`src/rtl/span_scheduler_if.sv`:
```
// rtl/span_scheduler_if.sv - requester and span-engine signal bundle for span_scheduler
// slave modport is the scheduler side; master is the requesters/engine side.
interface span_scheduler_if #(
  parameter int CW = 16
);
  logic            req0;
  logic [5*CW-1:0] span0;
  logic            ack0;
  logic            req1;
  logic [5*CW-1:0] span1;
  logic            ack1;
  logic            eng_start;
  logic [CW-1:0]   eng_x0;
  logic [CW-1:0]   eng_x1;
  logic [CW-1:0]   eng_y0;
  logic [CW-1:0]   eng_y1;
  logic [CW-1:0]   eng_z1;
  logic [CW-1:0]   eng_z2;
  logic            eng_done;
  logic            busy;
  logic [15:0]     span_count;
  logic [7:0]      reject_count;

  modport slave (
    input  req0, span0, req1, span1, eng_done,
    output ack0, ack1, eng_start, eng_x0, eng_x1, eng_y0, eng_y1,
           eng_z1, eng_z2, busy, span_count, reject_count
  );

  modport master (
    output req0, span0, req1, span1, eng_done,
    input  ack0, ack1, eng_start, eng_x0, eng_x1, eng_y0, eng_y1,
           eng_z1, eng_z2, busy, span_count, reject_count
  );
endinterface

```
`src/rtl/span_scheduler.sv`:
```
// rtl/span_scheduler.sv - round-robin span request arbiter and span engine launcher
// SPAN_SWAP_EN: reversed spans (x0 > x1) are normalised and launched instead of dropped.
module span_scheduler #(
  parameter int CW = 16
) (
  input logic clk,
  input logic reset,
  span_scheduler_if.slave bus
);
  localparam logic [1:0] S_IDLE   = 2'd0;
  localparam logic [1:0] S_LAUNCH = 2'd1;
  localparam logic [1:0] S_WAIT   = 2'd2;

  logic [1:0]    r_state;
  logic          r_ptr;
  logic          r_ack0;
  logic          r_ack1;
  logic          r_start;
  logic [CW-1:0] r_x0;
  logic [CW-1:0] r_x1;
  logic [CW-1:0] r_y;
  logic [CW-1:0] r_z1;
  logic [CW-1:0] r_z2;
  logic [15:0]   r_span_cnt;
  logic [7:0]    r_rej_cnt;

  logic            w_any_req;
  logic            w_sel1;
  logic [5*CW-1:0] w_span;
  logic [CW-1:0]   w_x0;
  logic [CW-1:0]   w_x1;
  logic [CW-1:0]   w_y;
  logic [CW-1:0]   w_z1;
  logic [CW-1:0]   w_z2;
  logic            w_rev;
  logic            w_accept;
  logic            w_swap;

  // A lone requester wins outright; the pointer only breaks ties.
  assign w_any_req = bus.req0 | bus.req1;
  assign w_sel1    = bus.req1 & (~bus.req0 | r_ptr);
  assign w_span    = w_sel1 ? bus.span1 : bus.span0;
  assign w_x0      = w_span[5*CW-1 -: CW];
  assign w_x1      = w_span[4*CW-1 -: CW];
  assign w_y       = w_span[3*CW-1 -: CW];
  assign w_z1      = w_span[2*CW-1 -: CW];
  assign w_z2      = w_span[CW-1:0];
  assign w_rev     = w_x0 > w_x1;

`ifdef SPAN_SWAP_EN
  assign w_accept = 1'b1;
  assign w_swap   = w_rev;
`else
  assign w_accept = ~w_rev;
  assign w_swap   = 1'b0;
`endif

  always_ff @(posedge clk) begin
    if (reset) begin
      r_state    <= S_IDLE;
      r_ptr      <= 1'b0;
      r_ack0     <= 1'b0;
      r_ack1     <= 1'b0;
      r_start    <= 1'b0;
      r_x0       <= '0;
      r_x1       <= '0;
      r_y        <= '0;
      r_z1       <= '0;
      r_z2       <= '0;
      r_span_cnt <= '0;
      r_rej_cnt  <= '0;
    end else begin
      r_ack0  <= 1'b0;
      r_ack1  <= 1'b0;
      r_start <= 1'b0;
      case (r_state)
        S_IDLE: begin
          if (w_any_req) begin
            r_ack0 <= ~w_sel1;
            r_ack1 <= w_sel1;
            r_ptr  <= ~w_sel1;
            if (w_accept) begin
              r_x0    <= w_swap ? w_x1 : w_x0;
              r_x1    <= w_swap ? w_x0 : w_x1;
              r_y     <= w_y;
              r_z1    <= w_swap ? w_z2 : w_z1;
              r_z2    <= w_swap ? w_z1 : w_z2;
              r_state <= S_LAUNCH;
            end else if (r_rej_cnt != 8'hFF) begin
              r_rej_cnt <= r_rej_cnt + 8'd1;
            end
          end
        end
        S_LAUNCH: begin
          r_start    <= 1'b1;
          r_span_cnt <= r_span_cnt + 16'd1;
          r_state    <= S_WAIT;
        end
        S_WAIT: begin
          if (bus.eng_done) r_state <= S_IDLE;
        end
        default: r_state <= S_IDLE;
      endcase
    end
  end

  assign bus.ack0         = r_ack0;
  assign bus.ack1         = r_ack1;
  assign bus.eng_start    = r_start;
  assign bus.eng_x0       = r_x0;
  assign bus.eng_x1       = r_x1;
  assign bus.eng_y0       = r_y;
  assign bus.eng_y1       = r_y;
  assign bus.eng_z1       = r_z1;
  assign bus.eng_z2       = r_z2;
  assign bus.busy         = (r_state == S_LAUNCH) || (r_state == S_WAIT);
  assign bus.span_count   = r_span_cnt;
  assign bus.reject_count = r_rej_cnt;
endmodule

```
`src/flat_wrapper.sv`:
```
// flat-port wrapper written by rule: the top's interface ports become plain ports
module span_scheduler_flat 
#(
  parameter int CW = 16
)
  (clk, reset, bus_req0, bus_span0, bus_req1, bus_span1, bus_eng_done, bus_ack0, bus_ack1, bus_eng_start, bus_eng_x0, bus_eng_x1, bus_eng_y0, bus_eng_y1, bus_eng_z1, bus_eng_z2, bus_busy, bus_span_count, bus_reject_count);
  span_scheduler_if #(.CW(CW)) bus_i ();
  input logic clk;
  input logic reset;
  input wire logic [$bits(bus_i.req0)-1:0] bus_req0;
  input wire logic [$bits(bus_i.span0)-1:0] bus_span0;
  input wire logic [$bits(bus_i.req1)-1:0] bus_req1;
  input wire logic [$bits(bus_i.span1)-1:0] bus_span1;
  input wire logic [$bits(bus_i.eng_done)-1:0] bus_eng_done;
  output wire logic [$bits(bus_i.ack0)-1:0] bus_ack0;
  output wire logic [$bits(bus_i.ack1)-1:0] bus_ack1;
  output wire logic [$bits(bus_i.eng_start)-1:0] bus_eng_start;
  output wire logic [$bits(bus_i.eng_x0)-1:0] bus_eng_x0;
  output wire logic [$bits(bus_i.eng_x1)-1:0] bus_eng_x1;
  output wire logic [$bits(bus_i.eng_y0)-1:0] bus_eng_y0;
  output wire logic [$bits(bus_i.eng_y1)-1:0] bus_eng_y1;
  output wire logic [$bits(bus_i.eng_z1)-1:0] bus_eng_z1;
  output wire logic [$bits(bus_i.eng_z2)-1:0] bus_eng_z2;
  output wire logic [$bits(bus_i.busy)-1:0] bus_busy;
  output wire logic [$bits(bus_i.span_count)-1:0] bus_span_count;
  output wire logic [$bits(bus_i.reject_count)-1:0] bus_reject_count;
  assign bus_i.req0 = bus_req0;
  assign bus_i.span0 = bus_span0;
  assign bus_i.req1 = bus_req1;
  assign bus_i.span1 = bus_span1;
  assign bus_i.eng_done = bus_eng_done;
  assign bus_ack0 = bus_i.ack0;
  assign bus_ack1 = bus_i.ack1;
  assign bus_eng_start = bus_i.eng_start;
  assign bus_eng_x0 = bus_i.eng_x0;
  assign bus_eng_x1 = bus_i.eng_x1;
  assign bus_eng_y0 = bus_i.eng_y0;
  assign bus_eng_y1 = bus_i.eng_y1;
  assign bus_eng_z1 = bus_i.eng_z1;
  assign bus_eng_z2 = bus_i.eng_z2;
  assign bus_busy = bus_i.busy;
  assign bus_span_count = bus_i.span_count;
  assign bus_reject_count = bus_i.reject_count;
  span_scheduler #(.CW(CW)) u_core (.clk(clk), .reset(reset), .bus(bus_i));
endmodule
```
`config.mk`:
```
export PLATFORM = sky130hd
export DESIGN_NAME = span_scheduler_flat
export DESIGN_NICKNAME = d
export VERILOG_FILES = /design/src/rtl/span_scheduler_if.sv /design/src/rtl/span_scheduler.sv /design/src/flat_wrapper.sv
export SDC_FILE = /design/constraint.sdc
export NUM_CORES = 1
export LEC_CHECK = 0
export BUFFER_PORTS_ARGS = -buffer_cell sky130_fd_sc_hd__buf_4
export CAP_MARGIN = 20
export CORE_MARGIN = 1
export CORE_UTILIZATION = 40
export CTS_CLUSTER_DIAMETER = 80
export DETAILED_ROUTE_END_ITERATION = 12
export HOLD_SLACK_MARGIN = 0.1
export PLACE_DENSITY = 0.72
export SETUP_SLACK_MARGIN = 0.15
export SLEW_MARGIN = 20
export SYNTH_ARGS = -nofsm -noshare
export SYNTH_HDL_FRONTEND = slang
export SYNTH_SLANG_ARGS = --single-unit
```
`constraint.sdc`:
```
create_clock -name clk -period 8.7 [get_ports clk]
set_clock_uncertainty 0.2 [all_clocks]
set_input_delay 1.305 -clock clk [delete_from_list [all_inputs] [get_ports clk]]
set_output_delay 1.305 -clock clk [all_outputs]
set_load 0.03 [all_outputs]
```
==> results.md <==
Run status:
- The flow ran to the end, and the final reports show no timing, DRC or antenna violations.

Clock network:
- The clock drives 110 sinks.
- Clock-pin slew was measured on the worst setup and hold paths at 0.07 ns.
- TritonCTS built the clock tree.
- The number of gates resized after cts is 0.
- The clock passes through at most 2 buffers.
- The total number of H-tree levels is 3.
- At the later pin of the worst-skew pair, clock insertion delay measures 0.34 ns.
- The CTS buffer count is 9.
- The number of hold buffers added after CTS was 0.
- Post-CTS timing repair inserted 0 buffers for setup.
- The cell chosen for the clock root is sky130_fd_sc_hd__clkbuf_16.

Synth:
- The sequential element share of the synthesized area is 0.3866.
- The area share of xor/xnor cells in the synthesized design is 0.02460.
- The netlist area before placement is 0.005695 sq mm.
- The share of the synthesized area in compound gates (AO/OA/AOI/OAI) is 0.1808.
- The largest total area in the synthesized netlist belongs to sky130_fd_sc_hd__dfxtp_1.
- The most frequently used cell type in the post-synthesis netlist is sky130_fd_sc_hd__dfxtp_1.
- Sorting the synthesized cells by how often they occur yields sky130_fd_sc_hd__dfxtp_1, sky130_fd_sc_hd__nor2_1, sky130_fd_sc_hd__mux2i_1.
- The synthesized net count is 743.
- Of the total synthesized cell area, the portion taken by full adders, half adders and majority gates is 0.04613.
- The proportion of synthesized area in mux cells is 0.1757.
- For this run, the leading register cell type out of synthesis is sky130_fd_sc_hd__dfxtp_1.
- The area share of the largest cell type after synthesis is 0.3866.
- Synthesis inferred 110 register bits.
- By area the synthesized netlist is led by sky130_fd_sc_hd__dfxtp_1, sky130_fd_sc_hd__mux2i_1, sky130_fd_sc_hd__a211oi_2.
- After synthesis, the share of flip-flops with an asynchronous set or reset is 0.
- The combinational family with the most area after synthesis is compound AO/OA/AOI/OAI gates.
- Yosys mapped the design onto 44 distinct sky130hd cell types.
- Of the total synthesized cell area, the portion taken by AND, OR, NAND and NOR gates is 0.1167.
- The number of flops mapped to enable cells by yosys is 0.
- Yosys printed 0 warnings.
- The number of instances in the synthesized netlist is 557.
- The average cell area after synthesis is 10.23 sq um.

Timing:
- The transition at the pin with the smallest max-transition slack is 0.9695 ns.
- The max-slew violation total from the final report is 0.
- Summed over all failing endpoints, the final setup total negative slack is 0 ns.
- The fraction of the cycle the final worst path needs is 0.5918.
- The maximum clock frequency is 194.2 MHz.
- The smallest clock period supported by the final layout is computed as 5.149 ns.
- The final count of hold timing violations is 0.
- Setup repair after global routing left no endpoint under its margin.
- The final number of setup-violating endpoints is 0.
- The relative slew slack is 0.3498.

Worst setup path:
- The slowest cell on the critical path is sky130_fd_sc_hd__buf_12.
- Traced cell by cell, the critical path runs through buf_4 -> inv_1 -> o21ai_4 -> buf_4 -> mux2_2 -> ha_1 -> nand4_1 -> nor4_1 -> nand3_1 -> o41ai_2 -> buf_12 -> mux2i_1 -> nor2_1.
- The critical path start-end classification is in2reg.
- Counting stages on the worst path, the most repeated cell is sky130_fd_sc_hd__buf_4.
- The arrival time at the worst endpoint is 5.14 ns.
- The delay of the slowest critical-path stage is 0.54 ns.
- STA classifies the critical path startpoint as an input port.
- On the critical path the largest part of the delay comes from buffers and inverters.
- The worst endpoint required time is 8.69 ns.
- The worst setup path is captured at a flip-flop.
- The maximum net fanout on the critical path is 144.
- The number of buffers and inverters on the critical path is 4.

Die:
- The area of the core is 0.01388 sq mm.
- 289 I/O pins were placed.
- The effective utilization at floorplan is 0.4103.
- The die covers 0.01472 sq mm.
- The count of standard-cell rows is 43.
- Measured along the y axis, the die boundary spans 121.3 um.
- From left edge to right edge, the die measures 121.3 um.

Global route:
- The via count of the first global-routing pass is 4874.
- Entering global routing, the biggest net connects 145 pins.
- The met2 usage is 0.3775.
- In this run the most used layer during global routing was met2.
- The total overflow left after global routing is 0.
- The first-pass GRT wire length is 24470 um.
- For this run, the total global-route usage over all layers was measured as 0.2141.
- For this run, global-route usage on met3 was measured as 0.05122.
- The number of antenna violations at the first check in global routing is 0.
- The global routing usage on met1 is 0.2451.

Routing:
- Dividing the detail-routed via count by the number of cells gives 5.080.
- The mean routed wirelength per cell is 16.48 um.
- The first detailed-routing pass took 4 iterations.
- The number of nets with antenna violations after routing is 0.
- The total number of vias is 5024.
- For this block, the routed nets add up to 16300 um of wire.
- For this run, design rule violations remaining after detail routing come to 0.
- The first-iteration detailed-routing DRC count is 187.

Finish:
- The share of cells above drive strength 1 is 0.4796.
- The post-layout instance area is 0.008104 sq mm.
- The utilization after layout is 0.5838.
- The repair_antennas step left the layout with diodes totalling 0.
- The relative area change from synthesis to final layout is 42.29%.
- The number of nets at the end of the flow is 991.

Power and ir drop:
- In this run the static leakage power is 0.003825 uW.
- The ratio of total power to cell area is 243.5 mW/mm^2.
- The worst vdd rail ir drop is 0.1357 mV.
- Summing internal, switching and leakage power gives 1974 uW.

Place:
- The post-DP HPWL is 12490 um.
- The final weighted congestion of routability-driven global placement is 0.8033.
- During placement, the flow inserted port buffers numbering 288.
- Once placement finished, the instance area stood at 0.007771 sq mm.

Flow run:
- The total of max-cap violations is 0.

Hold path:
- The worst min-delay path category is reg2reg.
[logic make-up after synthesis]
kind of cell               after synthesis
AOI/OAI and AO/OA                      100
buffers and inverters                   62
xor gates and xnor gates                16
muxes                                   98
DFF                                    110
and+or+nand+nor                        150
adders and majority gates               21
[cell usage in the layout (no fill, tap or decap), drive strengths merged, types with 12 or more instances in the layout]
cell type  netlist  routed
buf             42     293
dfxtp          110     110
nor2            97      97
mux2i           82      82
a211oi          65      65
ha              21      21
mux2            16      16
a21oi           14      14
nand2           12      12
xor2            12      12
[worst min-delay path, cell delays in order, from the launching register on]
cell	delay (ns)
sky130_fd_sc_hd__dfxtp_1	0.33
sky130_fd_sc_hd__mux2i_1	0.06
sky130_fd_sc_hd__nor2_1	0.08
[power breakdown]
part	total, uW	internal, uW	switching (uW)
clock	431	251	180
combinational	882	349	533
sequential	660	599	60.9
total	1970	1200	775
[metrics by stage]
step | hold slack [ns] | setup WS (ns) | cells
floorplan | 0.2481 | 4.491 | 557
finish | 0.3025 | 3.551 | 989
global placement | 0.2751 | 2.927 | 973
global route | 0.3202 | 3.374 | 989
detailed placement | 0.2914 | 2.723 | 973
CTS | 0.3078 | 3.048 | 988
[worst paths after layout]
check	from	endpoint	slack, ns	cells after the start
hold / removal	u_core.bus.eng_x0[3]	u_core.bus.eng_x0[3]	0.30	2
setup reg to reg	u_core.r_ptr	u_core.bus.eng_x0[6]	4.28	11
setup / recovery	bus_req0	u_core.bus.eng_x0[6]	3.55	13
hold reg to reg	u_core.bus.eng_x0[3]	u_core.bus.eng_x0[3]	0.30	2
[flip-flops by register name, indices dropped and copies added, names as in the netlist]
register,count
u_core.bus.eng_y0,16
u_core.bus.ack0,1
u_core.bus.reject_count,8
u_core.bus.eng_z2,16
u_core.bus.span_count,16
u_core.bus.eng_x1,16
u_core.r_ptr,1
u_core.bus.eng_start,1
u_core.bus.eng_z1,16
u_core.r_state,2
u_core.bus.ack1,1
u_core.bus.eng_x0,16
[layout make-up]
| type | instances | area (sq um) |
|---|---|---|
| Fill cell | 1207 | 5777 |
| Inverter | 6 | 22.52 |
| Clock buffer | 11 | 232.7 |
| Timing Repair Buffer | 293 | 2232 |
| Multi-Input combinational cell | 385 | 3117 |
| Tap cell | 180 | 225.2 |
| Sequential cell | 110 | 2202 |
| Clock inverter | 4 | 72.57 |
[metal layers]
| metal | part of all wire | wire (um) | vias to the layer above |
|---|---|---|---|
| met5 | 0 | 0 | - |
| met3 | 0.072 | 1178 | 28 |
| met1 | 0.40 | 6485 | 2344 |
| met4 | 0.023 | 373 | 0 |
| met2 | 0.51 | 8267 | 179 |
| li1 | - | - | 2473 |
Note: power is estimated with default switching activity, not from simulation.
